### src/rtl/uart_tx.sv
// 8N1 UART transmitter with a small byte FIFO in front of the serialiser.
// One start bit, eight data bits LSB first, one stop bit; every bit lasts CLOCKS_PER_BAUD cycles.

module uart_tx #(
  parameter logic [23:0] CLOCKS_PER_BAUD = 24'd10417,
  parameter int unsigned FIFO_DEPTH      = 4
) (
  input  logic       clk,
  input  logic       reset,
  input  logic [7:0] tx_data,
  input  logic       tx_valid,
  output logic       tx_ready,
  output logic       tx_out,
  output logic       tx_busy
);

  localparam int unsigned PTR_W       = $clog2(FIFO_DEPTH);
  localparam int unsigned CNT_W       = PTR_W + 1;
  localparam logic [23:0] BAUD_RELOAD = CLOCKS_PER_BAUD - 24'd1;

  typedef enum logic [1:0] {
    StIdle,
    StStart,
    StData,
    StStop
  } state_t;

  logic [7:0]       mem [FIFO_DEPTH];
  logic [PTR_W-1:0] wr_ptr;
  logic [PTR_W-1:0] rd_ptr;
  logic [CNT_W-1:0] count;
  logic [CNT_W-1:0] count_next;

  state_t      state;
  logic [2:0]  bit_idx;
  logic [23:0] baud_cnt;
  logic [7:0]  shift;

  logic fifo_nonempty;
  logic baud_done;
  logic push;
  logic pop;
  logic idle_next;

  assign fifo_nonempty = (count != '0);
  assign baud_done     = (baud_cnt == '0);
  // Ready depends only on the registered count, never on tx_valid.
  assign tx_ready      = (count < CNT_W'(FIFO_DEPTH));
  assign push          = tx_valid && tx_ready;

  // A pop happens when the serialiser is free to start a frame: from idle, or at the
  // very end of a stop bit so back-to-back frames have no gap.
  always_comb begin
    pop       = 1'b0;
    idle_next = 1'b0;
    case (state)
      StIdle: begin
        pop       = fifo_nonempty;
        idle_next = !fifo_nonempty;
      end
      StStop: begin
        pop       = baud_done && fifo_nonempty;
        idle_next = baud_done && !fifo_nonempty;
      end
      default: begin
        pop       = 1'b0;
        idle_next = 1'b0;
      end
    endcase
  end

  always_comb begin
    count_next = count;
    if (push && !pop) begin
      count_next = count + CNT_W'(1);
    end else if (pop && !push) begin
      count_next = count - CNT_W'(1);
    end
  end

  always_ff @(posedge clk or posedge reset) begin
    if (reset) begin
      wr_ptr <= '0;
      rd_ptr <= '0;
      count  <= '0;
    end else begin
      if (push) begin
        wr_ptr <= wr_ptr + PTR_W'(1);
      end
      if (pop) begin
        rd_ptr <= rd_ptr + PTR_W'(1);
      end
      count <= count_next;
    end
  end

  // Storage needs no reset: count and pointers alone define which entries are live.
  always_ff @(posedge clk) begin
    if (push) begin
      mem[wr_ptr] <= tx_data;
    end
  end

  always_ff @(posedge clk or posedge reset) begin
    if (reset) begin
      state    <= StIdle;
      bit_idx  <= '0;
      baud_cnt <= BAUD_RELOAD;
      shift    <= '0;
      tx_out   <= 1'b1;
      tx_busy  <= 1'b0;
    end else begin
      tx_busy <= !idle_next || (count_next != '0);
      case (state)
        StIdle: begin
          baud_cnt <= BAUD_RELOAD;
          tx_out   <= 1'b1;
          if (pop) begin
            shift  <= mem[rd_ptr];
            state  <= StStart;
            tx_out <= 1'b0;
          end
        end
        StStart: begin
          if (baud_done) begin
            baud_cnt <= BAUD_RELOAD;
            state    <= StData;
            bit_idx  <= '0;
            tx_out   <= shift[0];
            shift    <= {1'b0, shift[7:1]};
          end else begin
            baud_cnt <= baud_cnt - 24'd1;
          end
        end
        StData: begin
          if (baud_done) begin
            baud_cnt <= BAUD_RELOAD;
            if (bit_idx == 3'd7) begin
              state  <= StStop;
              tx_out <= 1'b1;
            end else begin
              bit_idx <= bit_idx + 3'd1;
              tx_out  <= shift[0];
              shift   <= {1'b0, shift[7:1]};
            end
          end else begin
            baud_cnt <= baud_cnt - 24'd1;
          end
        end
        StStop: begin
          if (baud_done) begin
            baud_cnt <= BAUD_RELOAD;
            if (pop) begin
              shift  <= mem[rd_ptr];
              state  <= StStart;
              tx_out <= 1'b0;
            end else begin
              state <= StIdle;
            end
          end else begin
            baud_cnt <= baud_cnt - 24'd1;
          end
        end
        default: begin
          state  <= StIdle;
          tx_out <= 1'b1;
        end
      endcase
    end
  end

endmodule

### config.mk
export PLATFORM = sky130hd
export DESIGN_NAME = uart_tx
export DESIGN_NICKNAME = d
export VERILOG_FILES = /design/src/rtl/uart_tx.sv
export SDC_FILE = /design/constraint.sdc
export NUM_CORES = 1
export LEC_CHECK = 0
export ABC_AREA = 1
export BUFFER_PORTS_ARGS = -buffer_cell sky130_fd_sc_hd__buf_2
export CAP_MARGIN = 25
export CORE_MARGIN = 2
export CORE_UTILIZATION = 55
export CTS_CLUSTER_DIAMETER = 100
export DETAILED_ROUTE_END_ITERATION = 8
export PLACE_DENSITY = 0.72
export SLEW_MARGIN = 0
export SYNTH_ARGS = -nofsm -noshare
export SYNTH_HDL_FRONTEND = slang
export SYNTH_SLANG_ARGS = --single-unit
### constraint.sdc
create_clock -name clk -period 2.3 [get_ports clk]
set_clock_uncertainty 0.2 [all_clocks]
set_input_delay 0.23 -clock clk [delete_from_list [all_inputs] [get_ports clk]]
set_output_delay 0.23 -clock clk [all_outputs]
set_load 0.02 [all_outputs]
==> impl_metrics.py <==
metrics = {
    "run_status": {
        "run_status": "finished, final reports clean",
    },
    "pwr": {
        "power_frac_seq": 0.544,
        "power-per-cell-area_mw_per_mm2": 677.7,
        "p_leak_uw": 0.001957,
        "p_int_uw": 2078,
        "p_sw_uw": 821.6,
        "power_frac_comb": 0.120,
        "switching_share": 0.2833,
        "ir_drop_uv": 395.2,
        "clkPwrFrac": 0.336,
    },
    "cts": {
        "cts_buffers": 9,
        "cts_post_setup_buffers_inserted": 0,
        "cts_tree": "done",
        "clk_latency_ns": 0.35,
        "h-tree-depth": 3,
        "clkSinkCount": 78,
        "clock-root-buffer": "clkbuf_8",
        "clk_pin_slew_ns": 0.09,
        "clockBufferDepth": 2,
    },
    "sta": {
        "fin_crit_sh": 0.9499,
        "finalHoldViolCount": 0,
        "whs_ns": 0.2484,
        "finalSetupViolations": 0,
        "tightestPinTransition_ns": 0.5284,
        "min_period_ns": 2.185,
        "tns_ns": 0,
        "slew_headroom": 0.6456,
        "rsz0062_at_grt": "yes",
        "final_max_slew_viol_count": 0,
        "fmax_mhz": 457.7,
    },
    "setup_path": {
        "arrival_ns": 2.27,
        "crit_type": "register to register",
        "crit_required_ns": 2.38,
        "reg2reg_slack_ns": 0.12,
        "endpoint_kind": "register",
        "critical_path.max_stage_delay_ns": 0.44,
        "reg2reg_to": "shift[5]$_DFFE_PP0P_",
        "cp-start-kind": "register",
        "crit_slowest_cell": "dfrtp_1",
        "r2r.worst_path.cells": 10,
        "path_cells": "inv_1 > ha_1 > nand2_2 > nor2_4 > nand3_4 > nand2_4 > nand3_4 > nand2_2 > nand3_2 > o21ai_2",
        "r2r_start": "baud_cnt[0]$_DFF_PP0_",
        "worstPathMaxFanout": 8,
    },
    "routing": {
        "ant_nets": 0,
        "firstDrtPassIters": 5,
        "vias": 2671,
        "totalWireLength_um": 6864,
        "drt-initial-drc-count": 191,
        "wire_per_inst_um": 13.78,
        "via_per_inst": 5.363,
        "drc": 0,
    },
    "cells_and_area": {
        "layout_commonest_cell": "nor2_1",
        "most-common-layout-cells": "66 x nor2_1, 55 x nand2_1, 40 x dfrtp_1",
        "utilization": 0.6369,
        "area_delta_synth_final_pct": 12.83,
        "drive_gt1_frac": 0.1746,
        "design_area_sq_mm": 0.004279,
        "diodes": 0,
        "fin_nets": 438,
        "finalNonFillerCells": 498,
    },
    "floorplanning": {
        "core_area_sq_mm": 0.006719,
        "dieArea_sq_mm": 0.007575,
        "start_util": 0.5644,
        "core.rowCount": 30,
        "die_height_um": 87.04,
        "die_x_um": 87.04,
        "io-pin-count": 14,
    },
    "synth": {
        "synth_area_per_cell_sq_um": 10.03,
        "seq_area_frac_synth": 0.5589,
        "syn-num-nets": 403,
        "synth-seq-cells": 78,
        "syn_area_sq_mm": 0.003792,
        "yosys.cell_types.count": 36,
        "syn_inst": 378,
        "yosysWarnings": 0,
    },
    "grt": {
        "grt_busiest_layer": "met2",
        "grt_pass1_wl_um": 11670,
        "grt_max_degree": 25,
        "grt_use_met1": 0.2772,
        "gr-usage-met2": 0.3053,
        "grt_pass1_vias": 2598,
        "gr-total-overflow": 0,
        "grt_usage": 0.1987,
        "antenna_found_initial": 0,
        "gr-usage-met3": 0.03507,
    },
    "run": {
        "drv_cap": 0,
    },
    "worst_hold_path": {
        "hp-class": "input port to async pin",
    },
    "place": {
        "port-buffer-count": 13,
        "dpl-instance-area_sq_mm": 0.003991,
        "dp_hpwl_um": 4578,
        "dp.cells": 472,
        "gp_congestion": 0.8693,
    },
}
[through the flow]
step                setup WS (ns)  power, uW
floorplan                  0.2807       1828
global placement           0.2331       1923
detailed placement         0.1426       1930
CTS                        0.1378       2921
global route             -0.02897       3047
finish                     0.1153       2900
[power groups by stage]
| stage | registers, uW | clock network, uW | logic [uW] |
|---|---|---|---|
| detailed placement | 1610 | 0 | 325 |
| finish | 1580 | 975 | 347 |
| global placement | 1600 | 0 | 319 |
| floorplan | 1590 | 0 | 233 |
| CTS | 1580 | 998 | 345 |
| global route | 1590 | 1050 | 406 |
[Yosys cell counts]
cell type / count / area share
o211a_1: 1 / 0.0026
nand4_4: 1 / 0.0056
nor3b_1: 1 / 0.0020
mux2i_1: 7 / 0.018
dfrtp_1: 40 / 0.26
a21oi_1: 13 / 0.017
nand3_4: 3 / 0.014
or2_2: 3 / 0.0049
nor3_1: 5 / 0.0066
o32ai_1: 7 / 0.016
nor2_1: 66 / 0.065
a21o_1: 1 / 0.0020
nand2_1: 55 / 0.054
ha_1: 14 / 0.046
nand3_1: 14 / 0.018
o31ai_1: 1 / 0.0020
clkinv_1: 1 / 0.00099
o21ai_0: 24 / 0.032
inv_1: 36 / 0.036
o21ai_2: 9 / 0.021
clkbuf_1: 6 / 0.0059
nand2_2: 4 / 0.0066
buf_8: 1 / 0.0040
o21a_1: 2 / 0.0040
nand2_4: 1 / 0.0030
buf_6: 1 / 0.0030
nor2_2: 2 / 0.0033
dfstp_2: 6 / 0.042
edfxtp_1: 32 / 0.25
nand4_1: 4 / 0.0066
xor2_1: 10 / 0.023
a211o_1: 1 / 0.0023
buf_2: 1 / 0.0013
nor2_4: 2 / 0.0059
xnor2_1: 2 / 0.0046
nand3_2: 1 / 0.0026
[logic make-up (layout without fill, tap and decap cells)]
kind of cell    Yosys count  in the layout  share of synthesized area
simple gates            162            163                     0.1993
flops                    78             78                     0.5589
compound gates           59             59                    0.09865
buf+inv                  46             85                    0.05080
fa+ha+maj                14             14                    0.04619
xor+xnor                 12             12                    0.02771
mux                       7              7                    0.01848
[metal layers]
metal	share of wire	wire length (um)	vias to the layer above
li1	-	-	1338
met1	0.47	3251	1270
met2	0.47	3240	49
met3	0.036	246	14
met4	0.018	125	0
met5	0	0	-
[worst max-delay path by stage]
stage                                      from              endpoint  slack [ns]  cells after the start
after global placement    baud_cnt[0]$_DFF_PP0_  shift[2]$_DFFE_PP0P_        0.23                     11
final                     baud_cnt[0]$_DFF_PP0_  shift[5]$_DFFE_PP0P_        0.12                     10
after detailed placement  baud_cnt[0]$_DFF_PP0_  shift[3]$_DFFE_PP0P_        0.14                     11
after CTS                 baud_cnt[0]$_DFF_PP0_  shift[5]$_DFFE_PP0P_        0.14                     11
after floorplan           baud_cnt[0]$_DFF_PP0_  shift[0]$_DFFE_PP0P_        0.28                     12
after global routing       state[0]$_DFFE_PP0P_  state[0]$_DFFE_PP0P_       -0.03                      9
[final cells by class]
class | instances | area (sq um)
fillers | 543 | 2440
inverters | 37 | 138.9
clock buffers | 9 | 123.9
clock inverters | 7 | 63.81
well taps | 80 | 100.1
repair buffers | 32 | 242.7
multi-input cells | 255 | 1490
flip-flops and latches | 78 | 2120
[registers in the layout (all words and copies together) (netlist names)]
name      cells
baud_cnt     24
bit_idx       3
count         3
mem          32
rd_ptr        2
shift         8
state         2
tx_busy       1
tx_out        1
wr_ptr        2
[critical path, delay by kind of cell (launching register included)]
kind	cells	cell delay, ns
and+or+nand+nor	7	0.96
DFF	1	0.44
adders and majority gates	1	0.23
AOI/OAI and AO/OA	1	0.20
buffers and inverters	1	0.08
[repair_timing]
action | 4_1_cts | 5_1_grt
endpoints found under the setup margin | 0 | 7
endpoints found under the hold margin | 52 | 0
hold buffers | 9 | 0
resized for setup | 0 | 0
No activity file was read; power rests on OpenSTA's default activity.
